[config.mk]
export PLATFORM = sky130hd
export DESIGN_NAME = dot_accum
export DESIGN_NICKNAME = d
export VERILOG_FILES = /design/src/rtl/dot_accum.sv
export SDC_FILE = /design/constraint.sdc
export NUM_CORES = 1
export LEC_CHECK = 0
export CAP_MARGIN = 20
export CORE_ASPECT_RATIO = 2
export CORE_MARGIN = 2
export CORE_UTILIZATION = 45
export CTS_CLUSTER_SIZE = 20
export DETAILED_ROUTE_END_ITERATION = 7
export GPL_ROUTABILITY_DRIVEN = 1
export PLACE_DENSITY = 0.68
export SYNTH_ARGS = -nofsm -noshare
export SYNTH_HDL_FRONTEND = slang
export SYNTH_SLANG_ARGS = --single-unit
[constraint.sdc]
create_clock -name clk -period 5.8 [get_ports clk]
set_input_delay 1.16 -clock clk [delete_from_list [all_inputs] [get_ports clk]]
set_output_delay 1.16 -clock clk [all_outputs]
set_load 0.01 [all_outputs]
[src/rtl/dot_accum.sv]
// dot_accum: accumulates a configured-length run of unsigned products
// (one per prod_valid strobe) into a saturating accumulator and presents
// the dot-product result on a valid/ready port. Products are never stalled.
module dot_accum #(
    parameter int PROD_W = 16,
    parameter int ACC_W  = 32,
    parameter int LEN_W  = 8
) (
    input  logic              clk,
    input  logic              rst,
    input  logic              cfg_valid,
    output logic              cfg_ready,
    input  logic [LEN_W-1:0]  cfg_len,
    input  logic [PROD_W-1:0] prod_in,
    input  logic              prod_valid,
    output logic              res_valid,
    input  logic              res_ready,
    output logic [ACC_W-1:0]  res_data,
    output logic              res_sat,
    output logic              overrun
);

    typedef enum logic [1:0] {
        IDLE,
        ACCUM,
        OUT
    } state_t;

    state_t             state_reg;
    logic [ACC_W-1:0]   acc_reg;
    logic               sat_reg;
    logic [LEN_W-1:0]   cnt_reg;
    logic [ACC_W-1:0]   res_data_reg;
    logic               res_sat_reg;
    logic               overrun_reg;
    logic               cfg_ready_reg;
    logic               res_valid_reg;

    logic [ACC_W:0]     sum;
    logic [ACC_W-1:0]   acc_next;
    logic               sat_next;

    // Add the incoming product one bit wider than the accumulator; a carry
    // out clamps to all-ones. Once clamped, every further nonzero product
    // carries again, so the accumulator stays pinned for the rest of the run.
    always_comb begin
        sum      = {1'b0, acc_reg} + {{(ACC_W + 1 - PROD_W){1'b0}}, prod_in};
        acc_next = sum[ACC_W-1:0];
        sat_next = sat_reg;
        if (sum[ACC_W]) begin
            acc_next = '1;
            sat_next = 1'b1;
        end
    end

    // Control FSM with registered handshake outputs and result/overrun state.
    always_ff @(posedge clk) begin
        if (rst) begin
            state_reg     <= IDLE;
            acc_reg       <= '0;
            sat_reg       <= 1'b0;
            cnt_reg       <= '0;
            res_data_reg  <= '0;
            res_sat_reg   <= 1'b0;
            overrun_reg   <= 1'b0;
            cfg_ready_reg <= 1'b1;
            res_valid_reg <= 1'b0;
        end else begin
            case (state_reg)
                IDLE: begin
                    if (cfg_valid) begin
                        // Handshake clear beats a coincident stray product.
                        overrun_reg   <= 1'b0;
                        cfg_ready_reg <= 1'b0;
                        if (cfg_len != '0) begin
                            acc_reg   <= '0;
                            sat_reg   <= 1'b0;
                            cnt_reg   <= cfg_len;
                            state_reg <= ACCUM;
                        end else begin
                            res_data_reg  <= '0;
                            res_sat_reg   <= 1'b0;
                            res_valid_reg <= 1'b1;
                            state_reg     <= OUT;
                        end
                    end else if (prod_valid) begin
                        overrun_reg <= 1'b1;
                    end
                end
                ACCUM: begin
                    if (prod_valid) begin
                        acc_reg <= acc_next;
                        sat_reg <= sat_next;
                        cnt_reg <= cnt_reg - LEN_W'(1);
                        if (cnt_reg == LEN_W'(1)) begin
                            res_data_reg  <= acc_next;
                            res_sat_reg   <= sat_next;
                            res_valid_reg <= 1'b1;
                            state_reg     <= OUT;
                        end
                    end
                end
                OUT: begin
                    if (prod_valid) begin
                        overrun_reg <= 1'b1;
                    end
                    if (res_ready) begin
                        res_valid_reg <= 1'b0;
                        cfg_ready_reg <= 1'b1;
                        state_reg     <= IDLE;
                    end
                end
                default: begin
                    state_reg     <= IDLE;
                    cfg_ready_reg <= 1'b1;
                    res_valid_reg <= 1'b0;
                end
            endcase
        end
    end

    assign cfg_ready = cfg_ready_reg;
    assign res_valid = res_valid_reg;
    assign res_data  = res_data_reg;
    assign res_sat   = res_sat_reg;
    assign overrun   = overrun_reg;

endmodule

# [Yosys cells after proc, flatten, opt, wreduce, memory -nomap -nowiden]
# Index checks and enable logic that the tools add are counted.
[totals] out_inout_bits=36 in_bits=29 ff_bits=79 wordCells=72
[op_classes] add_sub_neg=2 bitwise_logic=1 muxes=42 n_reduce_logical=9 n_eq_ne=9
[op_table] cell="two-way mux 32 bit" count=8
[op_table] cell="case mux 32 bit (2 select lines)" count=2
[op_table] cell="adder 32 x 16 -> 33 bit" count=1
[op_table] cell="two-way mux 8 bit" count=3
[op_table] cell="two-way mux 1 bit" count=17
[op_table] cell="case mux 8 bit (2 select lines)" count=1
[op_table] cell="!= test 2 bit (second input constant)" count=6
[op_table] cell="two-way mux 2 bit" count=5
[op_table] cell="AND reduction 5 bit" count=2
[op_table] cell="equality test 8 x 1 -> 1 bit (second input constant)" count=1
[op_table] cell="AND reduction 4 bit" count=2
[op_table] cell="nonzero test 8 bit" count=1
[op_table] cell="subtractor 8 x 1 -> 8 bit (second input constant)" count=1
[op_table] cell="case mux 1 bit (2 select lines)" count=3
[op_table] cell="case mux 1 bit (3 select lines)" count=2
[op_table] cell="case mux 2 bit (3 select lines)" count=1
[op_table] cell="nonzero test 2 bit" count=2
[op_table] cell="AND reduction 3 bit" count=1
[op_table] cell="equality test 2 x 1 -> 1 bit (second input constant)" count=1
[op_table] cell="equality test 2 bit (second input constant)" count=1
[op_table] cell="logical NOT 2 bit" count=1
[op_table] cell="NOT 1 bit" count=1

# [Longest topological paths before layout]
# Gate-level depths: netlist (run 1).
[logic_depth] ltp_word=5 depth_mapped=10 ltp_nobuf=9

# [Worst setup path before layout (run 1)]
# No wires, ideal clock.
[synth_path] kind="input to register" start="input port prod_in[0]" end="register acc_reg[29]" t_arrival_ns=3.438 setup_time_ns=0.134 path_slack_ns=2.227 required_ns=5.666 path_buffers=0 stages=9 path_cell_list="ha_1 -> fa_1 -> a21oi_1 -> o211ai_2 -> a2111o_1 -> a41oi_4 -> nor3_4 -> nor3_2 -> a311oi_1"
[synth_via] elab_chain_len=4
[synth_lines] element="from (decl)" line_no="14" text="input logic [PROD_W-1:0] prod_in,"
[synth_lines] element="adder 32 x 16 -> 33 bit" line_no="47" text="sum = {1'b0, acc_reg} + {{(ACC_W + 1 - PROD_W){1'b0}}, prod_in};"
[synth_lines] element="two-way mux 32 bit" line_no="50" text="if (sum[ACC_W]) begin"
[synth_lines] element="two-way mux 32 bit" line_no="91" text="if (prod_valid) begin"
[synth_lines] element="case mux 32 bit (2 select lines)" line_no="69" text="case (state_reg)"
[synth_lines] element="to (signal assigned)" line_no="92" text="acc_reg <= acc_next;"
[synth_lines] element="to (decl)" line_no="30" text="logic [ACC_W-1:0] acc_reg;"
# No other way between the ends. The select of a mux whose other input is x is not followed.
# A chain may end at the register's enable or synchronous reset.

# [Final worst setup path (run 1)]
[layout_path] start="input port prod_in[0]" end="register acc_reg[23]"
# The elaborated chain is that of the path after synthesis.

==> results.py, run 1 <==
metrics = {
    "critical_path": {
        "critPathMaxFanout": 18,
        "cpLargestDelayFamily": "compound AO/OA/AOI/OAI gates",
        "endpoint_kind": "register",
        "cpMaxStageDelayCell": "a41oi_4",
        "crit_type": "in2reg",
        "reg2reg_setup_slack_ns": 2.52,
        "arrival_ns": 4.42,
        "crit_end": "acc_reg[23]",
        "reg2reg_from": "acc_reg[0]",
        "start_kind": "primary input",
        "required_ns": 6.01,
        "reg2reg_depth": 9,
        "path_buf_inv": 1,
        "timing.rr.end": "acc_reg[23]",
        "setup.worst_path.start": "prod_in[0]",
        "max_stage_delay_ns": 0.62,
        "cp.depth": 10,
        "path_cells": "clkdlybuf4s50_1 -> ha_1 -> fa_1 -> a21oi_1 -> o211ai_2 -> a2111o_1 -> a41oi_4 -> nor3_4 -> nor3_2 -> a311oi_1",
    },
    "placed_design": {
        "dpl.hpwl_um": 9200,
        "place_congestion": 0.914,
        "place_ws_ns": 1.29,
        "portBuffers": 64,
        "dp_cells": 724,
    },
    "hold_path": {
        "hold_path.class": "reg2reg",
        "min-delay-start": "res_sat",
    },
    "grt": {
        "grt_max_degree": 33,
        "grt_usage": 0.247,
        "grt_pass1_vias": 4280,
        "grt_first_pass_wirelength_um": 20600,
        "grt_overflow_total": 0,
        "antenna_found_initial": 0,
    },
    "clock_tree": {
        "clk_path_buf_depth": 2,
        "cts_root_buf": "clkbuf_16",
        "clkLatencyLatePin_ns": 0.34,
        "cts_setup_buffers": 0,
        "cts_tree": "built",
        "clk_pin_slew_ns": 0.06,
        "cts_num_sinks": 79,
        "cts_inserted_buffers": 9,
        "ctsHtreeMaxLevel": 3,
        "cts_resized": 0,
        "holdBufCountCts": 0,
    },
    "finish": {
        "antennaDiodeCount": 0,
        "drive_gt1_frac": 0.0725,
        "finalNetCount": 651,
        "syn2layout_area_growth_pct": 23.2,
        "stdcell_count": 739,
    },
    "run_status": {
        "status": "finished, final reports clean",
    },
    "synthesis": {
        "ys_dominant_reg_cell": "dfxtp_1",
        "ys_top_cells_by_area": "dfxtp_1 (35%), a21oi_1 (5.9%), nand2_1 (5.2%), ha_1 (5.0%), o21ai_0 (4.4%)",
        "syn-num-nets": 598,
        "syn_area_per_cell_um2": 8.12,
        "synth.top_cell.area_share": 0.354,
        "synth_async_sr_flop_share": 0,
        "ys_ff_latch": 79,
        "synth_warnings": 0,
        "ys_seq_area_frac": 0.354,
        "synthCells": 550,
        "syn_area_um2": 4460,
        "synth_edf_count": 0,
        "synth_area_leader_cell": "dfxtp_1",
        "synth_cell_types": 73,
    },
    "route": {
        "ant_nets": 0,
        "vias": 4348,
        "wl_um": 12400,
        "wl_per_cell_um": 16.7,
        "routed_via_density": 5.88,
        "drc": 0,
        "first_iter_violations": 284,
        "drtPass1Iterations": 4,
    },
    "sta": {
        "holdWs_ns": 0.448,
        "final.setup.worst_slack_ns": 1.59,
        "fin_crit_sh": 0.727,
        "final.min_clock_period_ns": 4.21,
        "max-slew-margin-rel": 0.360,
        "tightest_slew_ns": 0.954,
        "maxSlewViolCount": 0,
        "finalHoldViolations": 0,
        "fmax_mhz": 237,
        "rsz0062_at_grt": "no",
        "tns_ns": 0,
        "skew_ns": 0.00666,
        "setup_viol": 0,
    },
    "die": {
        "pin_count": 65,
        "row_count": 51,
        "die_area_um2": 10800,
        "die_h_um": 145,
        "core_area_um2": 9700,
        "start_util": 0.460,
        "die_w_um": 74.4,
    },
    "power_and_ir_drop": {
        "power.leakage_uw": 0.00198,
        "ir_drop_mv": 0.196,
        "power_density_nw_per_um2": 266,
    },
    "flow_run": {
        "max_cap_violations": 0,
    },
}
==> kinds of logic after synthesis <==
| group | synth area share |
|---|---|
| muxes | 0.00897 |
| buffers and inverters | 0.0415 |
| xor gates and xnor gates | 0.0334 |
| and+or+nand+nor | 0.211 |
| AOI/OAI and AO/OA | 0.296 |
| DFF | 0.354 |
| adders and majority gates | 0.0549 |
==> synth_stat cells (5+ instances only) <==
cell      instances
o21bai_1          5
nand3_1           9
a22oi_1           5
nand2_1          62
clkbuf_1         19
nor2_1           50
dfxtp_1          79
a21oi_1          53
xnor2_1          13
a31oi_1           5
and3_1            5
o31ai_1           5
a21o_1            7
ha_1             18
a22o_1            8
inv_1            12
nor4_1            6
nor3_1           24
o21ai_1          16
nand4_1           6
o21ai_0          39
a211oi_1         14
==> routing by layer <==
metal | up-vias | routed length, µm | GRT usage | share of wire
met5 | - | 0 | 0 | 0
met4 | 0 | 628 | 0.155 | 0.051
met3 | 38 | 490 | 0.0471 | 0.040
met2 | 122 | 6560 | 0.424 | 0.53
met1 | 2036 | 4670 | 0.271 | 0.38
li1 | 2152 | - | - | -
==> cell type report <==
class,count,area (µm²)
Clock inverter,4,70.1
Fill cell,941,4200
Clock buffer,11,243
Multi-Input combinational cell,431,2710
Inverter,12,45.0
Tap cell,132,165
Sequential cell,79,1580
Timing Repair Buffer,70,686
==> worst register-to-register path, stage by stage, from the launching register on <==
cell,delay (ns)
dfxtp_1,0.31
ha_1,0.21
fa_1,0.41
a21oi_1,0.29
o211ai_2,0.16
a2111o_1,0.49
a41oi_4,0.62
nor3_4,0.18
nor3_2,0.33
a311oi_1,0.14
==> worst min-delay path by stage <==
stage,endpoint,slack [ns],depth (start not counted)
2_1_floorplan,acc_reg[12],0.43,2
3_3_place_gp,res_sat,0.44,2
3_5_place_dp,res_data[22],0.44,2
4_1_cts,res_data[18],0.45,2
5_1_grt,res_data[18],0.47,2
6_report,res_sat,0.45,2
==> metrics by stage <==
| step | total power [µW] | utilization | cell area [µm²] |
|---|---|---|---|
| floorplan | 783 | - | 4460 |
| global placement | 861 | 0.535 | 5190 |
| detailed placement | 868 | 0.535 | 5190 |
| CTS | 1470 | 0.567 | 5500 |
| global route | 1540 | 0.567 | 5500 |
| finish | 1460 | 0.567 | 5500 |
==> cell usage in the layout, fill, tap and decap left out, types with 12 or more instances in the layout <==
cell / synthesis / final
nor3_1: 24 / 23
dfxtp_1: 79 / 79
o21ai_0: 39 / 39
a21oi_1: 53 / 52
nand2_1: 62 / 62
clkdlybuf4s50_1: 0 / 64
ha_1: 18 / 18
nor2_1: 50 / 50
o21ai_1: 16 / 16
a211oi_1: 14 / 14
xnor2_1: 13 / 13
inv_1: 12 / 12
==> power by group <==
| part | internal (µW) | switching, µW | total, µW |
|---|---|---|---|
| clock network | 385 | 220 | 605 |
| registers | 565 | 17.9 | 583 |
| logic | 110 | 166 | 276 |
| total | 1060 | 404 | 1460 |
Note: power is estimated with default switching activity, not from simulation.
==> run 2, diff against run 1 <==
Settings changed: PLACE_DENSITY 0.68 to 0.71.
Clock period 5.8 ns to 3.7 ns, I/O delays scaled along.
==> run 2 against run 1 <==
Effect of this change: total power up 49%; non-clock buffer count up 22; wire length up 0.70%; flip-flop and latch count unchanged; global-route usage down 0.28 points; hold slack better by 0.0038 ns; combinational power up 64%; final area up 2.3%; count of clock-buffer cells in the layout up 2; via count up 2.8%; die area unchanged; critical path type unchanged; largest cell class unchanged.
==> results.py, run 2 (same netlist as run 1, synthesis figures left out) <==
metrics = {
    "run_status": {
        "status": "finished, final reports clean",
    },
    "grt": {
        "grt_usage": 0.245,
        "antenna_found_initial": 0,
        "grt_max_degree": 27,
        "grt_pass1_vias": 4405,
        "grt_first_pass_wirelength_um": 20400,
        "grt_overflow_total": 0,
    },
    "finish": {
        "finalNetCount": 673,
        "final_cell_mix": "dfxtp_1 (79), clkdlybuf4s50_1 (64), nand2_1 (62)",
        "stdcell_count": 760,
        "antennaDiodeCount": 0,
        "drive_gt1_frac": 0.100,
        "final_common_cell": "dfxtp_1",
        "fillers": 927,
        "syn2layout_area_growth_pct": 26.0,
        "final_util": 0.580,
    },
    "die": {
        "die_w_um": 74.4,
        "die_h_um": 145,
        "core_area_um2": 9700,
        "die_area_um2": 10800,
        "pin_count": 65,
        "start_util": 0.460,
        "row_count": 51,
    },
    "sta": {
        "final.setup.worst_slack_ns": 0.255,
        "max-slew-margin-rel": 0.467,
        "final.min_clock_period_ns": 3.44,
        "setup_viol": 0,
        "skew_ns": 0.00772,
        "finalHoldViolations": 0,
        "maxSlewViolCount": 0,
        "tightest_slew_ns": 0.796,
        "fmax_mhz": 290,
        "rsz0062_at_grt": "no",
        "fin_crit_sh": 0.931,
    },
    "route": {
        "vias": 4470,
        "routed_via_density": 5.88,
        "drtPass1Iterations": 5,
        "drc": 0,
        "ant_nets": 0,
        "wl_um": 12400,
        "first_iter_violations": 287,
        "wl_per_cell_um": 16.4,
    },
    "clock_tree": {
        "cts_resized": 0,
        "cts_setup_buffers": 0,
        "cts_root_buf": "clkbuf_16",
        "cts_inserted_buffers": 9,
        "cts_tree": "built",
        "clk_pin_slew_ns": 0.06,
        "clkLatencyLatePin_ns": 0.35,
        "cts_num_sinks": 79,
        "clk_path_buf_depth": 2,
        "holdBufCountCts": 0,
        "ctsHtreeMaxLevel": 3,
    },
    "hold_path": {
        "hold_path.class": "reg2reg",
    },
    "flow_run": {
        "max_cap_violations": 0,
    },
    "critical_path": {
        "arrival_ns": 3.71,
        "crit_type": "in2reg",
        "crit_end": "res_data[26]",
        "reg2reg_depth": 10,
        "timing.rr.end": "res_data[26]",
        "critPathMaxFanout": 17,
        "start_kind": "primary input",
        "reg2reg_setup_slack_ns": 0.77,
        "setup.worst_path.start": "prod_in[0]",
        "reg2reg_from": "acc_reg[0]",
        "endpoint_kind": "register",
        "required_ns": 3.96,
    },
    "power_and_ir_drop": {
        "power_density_nw_per_um2": 389,
        "power.leakage_uw": 0.00207,
        "ir_drop_mv": 0.302,
    },
    "placed_design": {
        "place_congestion": 0.867,
        "portBuffers": 64,
        "place_ws_ns": -0.0617,
        "dpl.hpwl_um": 9330,
        "dp_cells": 746,
    },
}
[run 2: power by group]
group	switching, µW	internal, µW	total, µW
Clock	337	483	820
Combinational	262	189	452
Sequential	29.7	886	916
[run 2: through the flow]
stage | hold slack [ns] | area (µm²) | TNS [ns] | total power (µW)
5_1_grt | 0.465 | 5620 | 0 | 2290
6_report | 0.451 | 5620 | 0 | 2190
2_1_floorplan | 0.429 | 4460 | 0 | 1230
3_5_place_dp | 0.441 | 5360 | -0.364 | 1380
3_3_place_gp | 0.437 | 5360 | -0.406 | 1370
4_1_cts | 0.454 | 5620 | 0 | 2190
[run 2: area by class of cell]
| type | instances | area, µm² | share of cell area |
|---|---|---|---|
| Inverter | 12 | 45.0 | 0.00801 |
| Clock inverter | 1 | 5.00 | 0.000890 |
| Tap cell | 132 | 165 | 0.0294 |
| Multi-Input combinational cell | 431 | 2700 | 0.481 |
| Clock buffer | 13 | 260 | 0.0463 |
| Sequential cell | 79 | 1580 | 0.281 |
| Timing Repair Buffer | 92 | 863 | 0.154 |
[run 2: worst min-delay path by stage]
| stage | from | to | slack, ns | cells after the start |
|---|---|---|---|---|
| finish | res_data[12] | res_data[12] | 0.45 | 2 |
| global route | res_data[18] | res_data[18] | 0.46 | 2 |
| CTS | res_data[12] | res_data[12] | 0.45 | 2 |
| detailed placement | res_data[12] | res_data[12] | 0.44 | 2 |
| global placement | res_sat | res_sat | 0.44 | 2 |
| floorplan | acc_reg[12] | acc_reg[12] | 0.43 | 2 |
[run 2: worst max-delay path: stages]
cell             delay [ns]
clkdlybuf4s50_1        0.41
ha_1                   0.23
fa_1                   0.39
a21oi_1                0.27
o211ai_2               0.16
a2111o_1               0.50
a41oi_4                0.33
buf_12                 0.18
nor3_2                 0.07
and3_4                 0.22
o31ai_2                0.20
[run 2: routing by layer]
metal,part of all wire,global-route usage
met5,0,0
met4,0.037,0.126
met3,0.040,0.0402
met2,0.54,0.437
met1,0.39,0.268
==> run 3, diff against run 2 <==
Settings changed: CORE_UTILIZATION 45 to 50, PLACE_DENSITY 0.71 to 0.77.
==> run 3 against run 2 <==
Effect of this change: wire length grew 1.9%; utilization grew 6.9 points; non-clock buffer count is the same; hold slack gained 0.0021 ns; setup slack gained 0.059 ns; flip-flop and latch count is the same; register-to-register slack gained 0.05 ns; die area shrank 9.6%; clock power grew 7.7%; critical path depth is the same; sequential share of layout area grew 0.082 points; critical path type unchanged; critical endpoint is now acc_reg[29]; largest power group unchanged; highest routed layer unchanged.
==> results.py, run 3 (same netlist as run 1, synthesis figures left out) <==
metrics = {
    "finish": {
        "fillers": 774,
        "drive_gt1_frac": 0.103,
        "final_cell_mix": "dfxtp_1 (79), clkdlybuf4s50_1 (64), nand2_1 (62)",
        "finalNetCount": 673,
        "final_util": 0.648,
        "multi_input_area_um2": 2700,
        "final_common_cell": "dfxtp_1",
        "antennaDiodeCount": 0,
        "seq_area_um2": 1580,
        "syn2layout_area_growth_pct": 25.6,
    },
    "route": {
        "wl_um": 12700,
        "routed_via_density": 6.22,
        "ant_nets": 0,
        "vias": 4542,
        "wl_per_cell_um": 17.4,
        "drtPass1Iterations": 5,
        "first_iter_violations": 352,
        "drc": 0,
    },
    "sta": {
        "fmax_mhz": 295,
        "maxSlewViolCount": 0,
        "fin_crit_sh": 0.915,
        "rsz0062_at_grt": "no",
        "finalHoldViolations": 0,
        "max-slew-margin-rel": 0.455,
        "final.min_clock_period_ns": 3.39,
        "setup_viol": 0,
        "tns_ns": 0,
        "tightest_slew_ns": 0.814,
        "skew_ns": 0.00863,
    },
    "power_and_ir_drop": {
        "power_density_nw_per_um2": 403,
        "finalPower_uw": 2260,
        "ir_drop_mv": 0.360,
        "power.leakage_uw": 0.00208,
    },
    "grt": {
        "met3_usage": 0.0534,
        "grt_usage": 0.267,
        "antenna_found_initial": 0,
        "gr-max-usage-layer": "met2",
        "grt_max_degree": 31,
        "grt_overflow_total": 0,
        "grtUsageMet2": 0.497,
        "grt_pass1_vias": 4402,
        "grt_first_pass_wirelength_um": 20600,
        "use_met1": 0.281,
    },
    "placed_design": {
        "portBuffers": 64,
        "dpl.hpwl_um": 9400,
        "place_congestion": 0.936,
    },
    "clock_tree": {
        "cts_resized": 0,
        "holdBufCountCts": 0,
        "cts_tree": "built",
        "cts_num_sinks": 79,
        "clk_path_buf_depth": 2,
        "cts_root_buf": "clkbuf_16",
        "cts_setup_buffers": 0,
        "ctsHtreeMaxLevel": 3,
        "clk_pin_slew_ns": 0.06,
        "clkLatencyLatePin_ns": 0.35,
        "cts_inserted_buffers": 9,
    },
    "flow_run": {
        "max_cap_violations": 0,
    },
    "hold_path": {
        "hold_path.class": "reg2reg",
        "min_path_cells": 2,
    },
    "critical_path": {
        "crit_type": "in2reg",
        "start_kind": "primary input",
        "required_ns": 3.91,
        "critPathMaxFanout": 10,
        "reg2reg_depth": 10,
        "endpoint_kind": "register",
        "arrival_ns": 3.60,
    },
    "die": {
        "core_area_um2": 8650,
        "die_w_um": 70.8,
        "start_util": 0.516,
        "die_h_um": 138,
        "row_count": 48,
        "pin_count": 65,
        "die_area_um2": 9750,
    },
    "run_status": {
        "status": "finished, final reports clean",
    },
}
-- run 3: cell count changes in the layout (fill, tap and decap cells not counted) --
cell        previous run  this run
bufinv_16              0         1
clkbuf_8               2         0
clkinv_2               1         2
clkinvlp_4             0         1
inv_6                  0         1
-- run 3: final timing paths --
path / startpoint / to / slack (ns)
max: prod_in[0] / acc_reg[29] / 0.31
min reg2reg: res_sat / res_sat / 0.45
max reg2reg: acc_reg[0] / acc_reg[29] / 0.82
min: res_sat / res_sat / 0.45
-- run 3: area by class of cell --
cell class,instances,area share
Clock buffer,11,0.0415
Clock inverter,5,0.0100
Inverter,12,0.00803
Multi-Input combinational cell,431,0.482
Sequential cell,79,0.282
Tap cell,100,0.0223
Timing Repair Buffer,92,0.154
-- run 3: worst max-delay path: stages --
cell             delay (ns)
clkdlybuf4s50_1        0.40
ha_1                   0.22
fa_1                   0.40
a21oi_1                0.29
o211ai_2               0.14
a2111o_1               0.43
a41oi_4                0.27
buf_12                 0.16
nor3_4                 0.07
nor3_2                 0.33
a311oi_1               0.14
-- run 3: power by group --
part           internal, µW  switching, µW  leakage (µW)
Combinational           195            269       0.00130
Clock                   523            360      0.000140
Sequential              886           29.3      0.000641
-- run 3: stage by stage --
step                instance area [µm²]  hold slack (ns)  setup WS (ns)  std cells
global placement                   5320            0.441         0.0154        714
detailed placement                 5320            0.439        -0.0120        714
finish                             5610            0.454          0.314        730
CTS                                5610            0.452          0.327        730
floorplan                          4460            0.429          0.547        550
global route                       5610            0.470          0.169        730
-- run 3: metal layers --
metal	up-vias	wire, µm
li1	2192	-
met1	2166	4930
met2	146	6740
met3	38	505
met4	0	512
met5	-	0
==> edit (settings of run 3) <==
Reset style: asynchronous (`rst`), changed in one clocked block.
--- a/src/rtl/dot_accum.sv
+++ b/src/rtl/dot_accum.sv
@@ -56,3 +56,3 @@
     // Control FSM with registered handshake outputs and result/overrun state.
-    always_ff @(posedge clk) begin
+    always_ff @(posedge clk or posedge rst) begin
         if (rst) begin
Check against the original RTL: differs if rst is asserted again (counterexample within 4 cycles, from zero or initial values and one cycle with rst high); with rst held inactive, the same outputs for 4 cycles.
==> edit against run 3 <==
First-iteration DRC count down 24%. Critical path type unchanged. Via count decreased by 2.8%. Hold slack improved by 0.023 ns. Area after synthesis grew 3.8%. Wire length is 3.6% higher. Non-clock buffer count shrank 2. Final area increased by 3.1%. Critical path depth up 1. Worst setup slack better by 0.050 ns. Sequential cell count did not move.
Power is not compared: it rests on default switching activity, and its combinational part moved more than twofold at a synthesized area within 25%.
==> edit: results (changes against run 3) <==
Num CTS Buffers -> 9 (unchanged)
initial antenna violation count -> 0 (unchanged)
post-synthesis mux area share -> 0.8637% (-0.033 points)
R2R Path End -> res_data[7]$_DFFE_PP0P_
crit-path max FO -> 5 (-5)
max cap viols -> 0 (unchanged)
class of the worst hold path -> flop to flop
vias in the first global route -> 4445 (+0.98%)
Clock Sinks -> 79 (unchanged)
first-pass GRT wire length -> 21.51 mm (+4.4%)
Netlist cell types -> 53 (-27%)
Buffers on Ports -> 64 (unchanged)
final estimated routing congestion in global placement -> 0.9402 (+0.49%)
Placed Area -> 5490 µm² (+3.2%)
post-layout net count -> 660 (-1.9%)
Final Skew -> 0.005836 ns (-0.002792 ns)
setup TNS -> 0 ns (unchanged)
Worst EP arrival -> 3.55 ns (-0.05 ns)
R2R cell count -> 6 (-4)
family with the most delay on the worst path -> compound AO/OA/AOI/OAI gates
non-filler cells, final -> 719 (-1.5%)
fin worst setup slack -> 0.3638 ns (+0.04999 ns)
crit-path max cell delay -> 0.42 ns
register area share after synthesis -> 42.67% (+7.2 points)
syn_nets -> 590 (-1.3%)
worst hold start -> res_data[5]$_DFFE_PP0P_
Post-Synth Adder-Cell Area -> 5.290% (-0.20 points)
ant diodes -> 0 (unchanged)
status -> completed
initial detailed-routing violation count -> 268 (-24%)
Min-Delay Endpoint -> res_data[5]$_DFFE_PP0P_
clock root buffer -> clkbuf_16
DRC Markers -> 0 (unchanged)
most common flop cell mapped by yosys -> dfrtp_1
GR Overflow Total -> 0 (unchanged)
H-Tree Depth -> 3 (unchanged)
post-placement worst setup slack -> 0.03358 ns (+0.04561 ns)
Crit Reg-Reg Startpoint -> cnt_reg[3]$_DFFE_PP0P_
slowest CP cell -> fa_1
Syn Area/Cell -> 8.553 µm² (+5.4%)
DP HPWL -> 9.718 mm (+3.3%)
Tot GR Track Use -> 27.44% (+0.70 points)
vias per cell -> 6.138 (-1.4%)
Area contributors post-synth -> dfrtp_1 (42%), a21oi_1 (7.2%), o21ai_0 (7.1%)
Post-synth top cells -> dfrtp_1 (78), nand2_1 (77), a21oi_1 (67)
Synth Area in Compound Gates -> 25.56% (-4.0 points)
Hold WS -> 0.4764 ns (+0.02288 ns)
asr flop ratio synth -> 100.0% (+100 points)
post-synthesis xor/xnor area fraction -> 3.590% (+0.25 points)
WL final -> 13.14 mm (+3.6%)
number of detailed-route iterations in the first pass -> 4 (-1)
ratio of cells with drive above 1 in the final layout -> 9.238% (-1.1 points)
measured slew at the worst slew-check pin -> 1.010 ns (+0.1960 ns)
largest net degree at the start of global routing -> 54 (+74%)
Placed Cells -> 703 (-1.5%)
[edit: changes by cell type after synthesis, sizes merged, moves of 6 or more]
cell    before  now
a22o         8    0
clkbuf      19   25
a31o         1   11
dfrtp        0   78
inv         12    6
a211oi      16    2
nor2        50   35
nand2       62   77
o21ai       56   73
nor3        29   14
dfxtp       79    0
a21oi       54   67
[edit: layout make-up]
class | instances | area (µm²)
Inverter | 6 | 22.52
Fill cell | 764 | 3229
Multi-Input combinational cell | 426 | 2514
Clock buffer | 13 | 250.2
Tap cell | 102 | 127.6
Timing Repair Buffer | 90 | 848.3
Sequential cell | 79 | 1978
Clock inverter | 3 | 42.54
[edit: cells by family after synthesis]
logic type      Yosys count
compound gates          199
simple gates            185
flops                    79
buf+inv                  37
xor+xnor                 19
fa+ha+maj                19
mux                       4
[edit: how the worst max path moves through the flow]
stage | startpoint | end | depth (start not counted)
floorplan | prod_in[0] | acc_reg[19]$_DFFE_PP0P_ | 11
global placement | prod_in[0] | acc_reg[19]$_DFFE_PP0P_ | 13
detailed placement | prod_in[0] | acc_reg[19]$_DFFE_PP0P_ | 13
finish | prod_in[0] | res_data[26]$_DFFE_PP0P_ | 12
global route | prod_in[0] | acc_reg[20]$_DFFE_PP0P_ | 12
CTS | prod_in[0] | acc_reg[30]$_DFFE_PP0P_ | 12
[edit: where the power goes]
group,total [W],leakage (nW),switching (W),internal [W]
combinational,0.00210,1.36,0.00120,0.000904
clock,0.000889,0.140,0.000348,0.000540
sequential,0.00133,1.02,0.000208,0.00112
[edit: per-layer routing]
metal | global-route usage [%] | wire [µm]
met5 | 0 | 0
met2 | 49.11 | 7177
met1 | 29.78 | 4869
met3 | 3.669 | 541
met4 | 15.89 | 548
[edit: worst min-delay path: stages (launching register included)]
cell     delay (ns)
dfrtp_1        0.34
nand2_1        0.04
o21ai_0        0.06
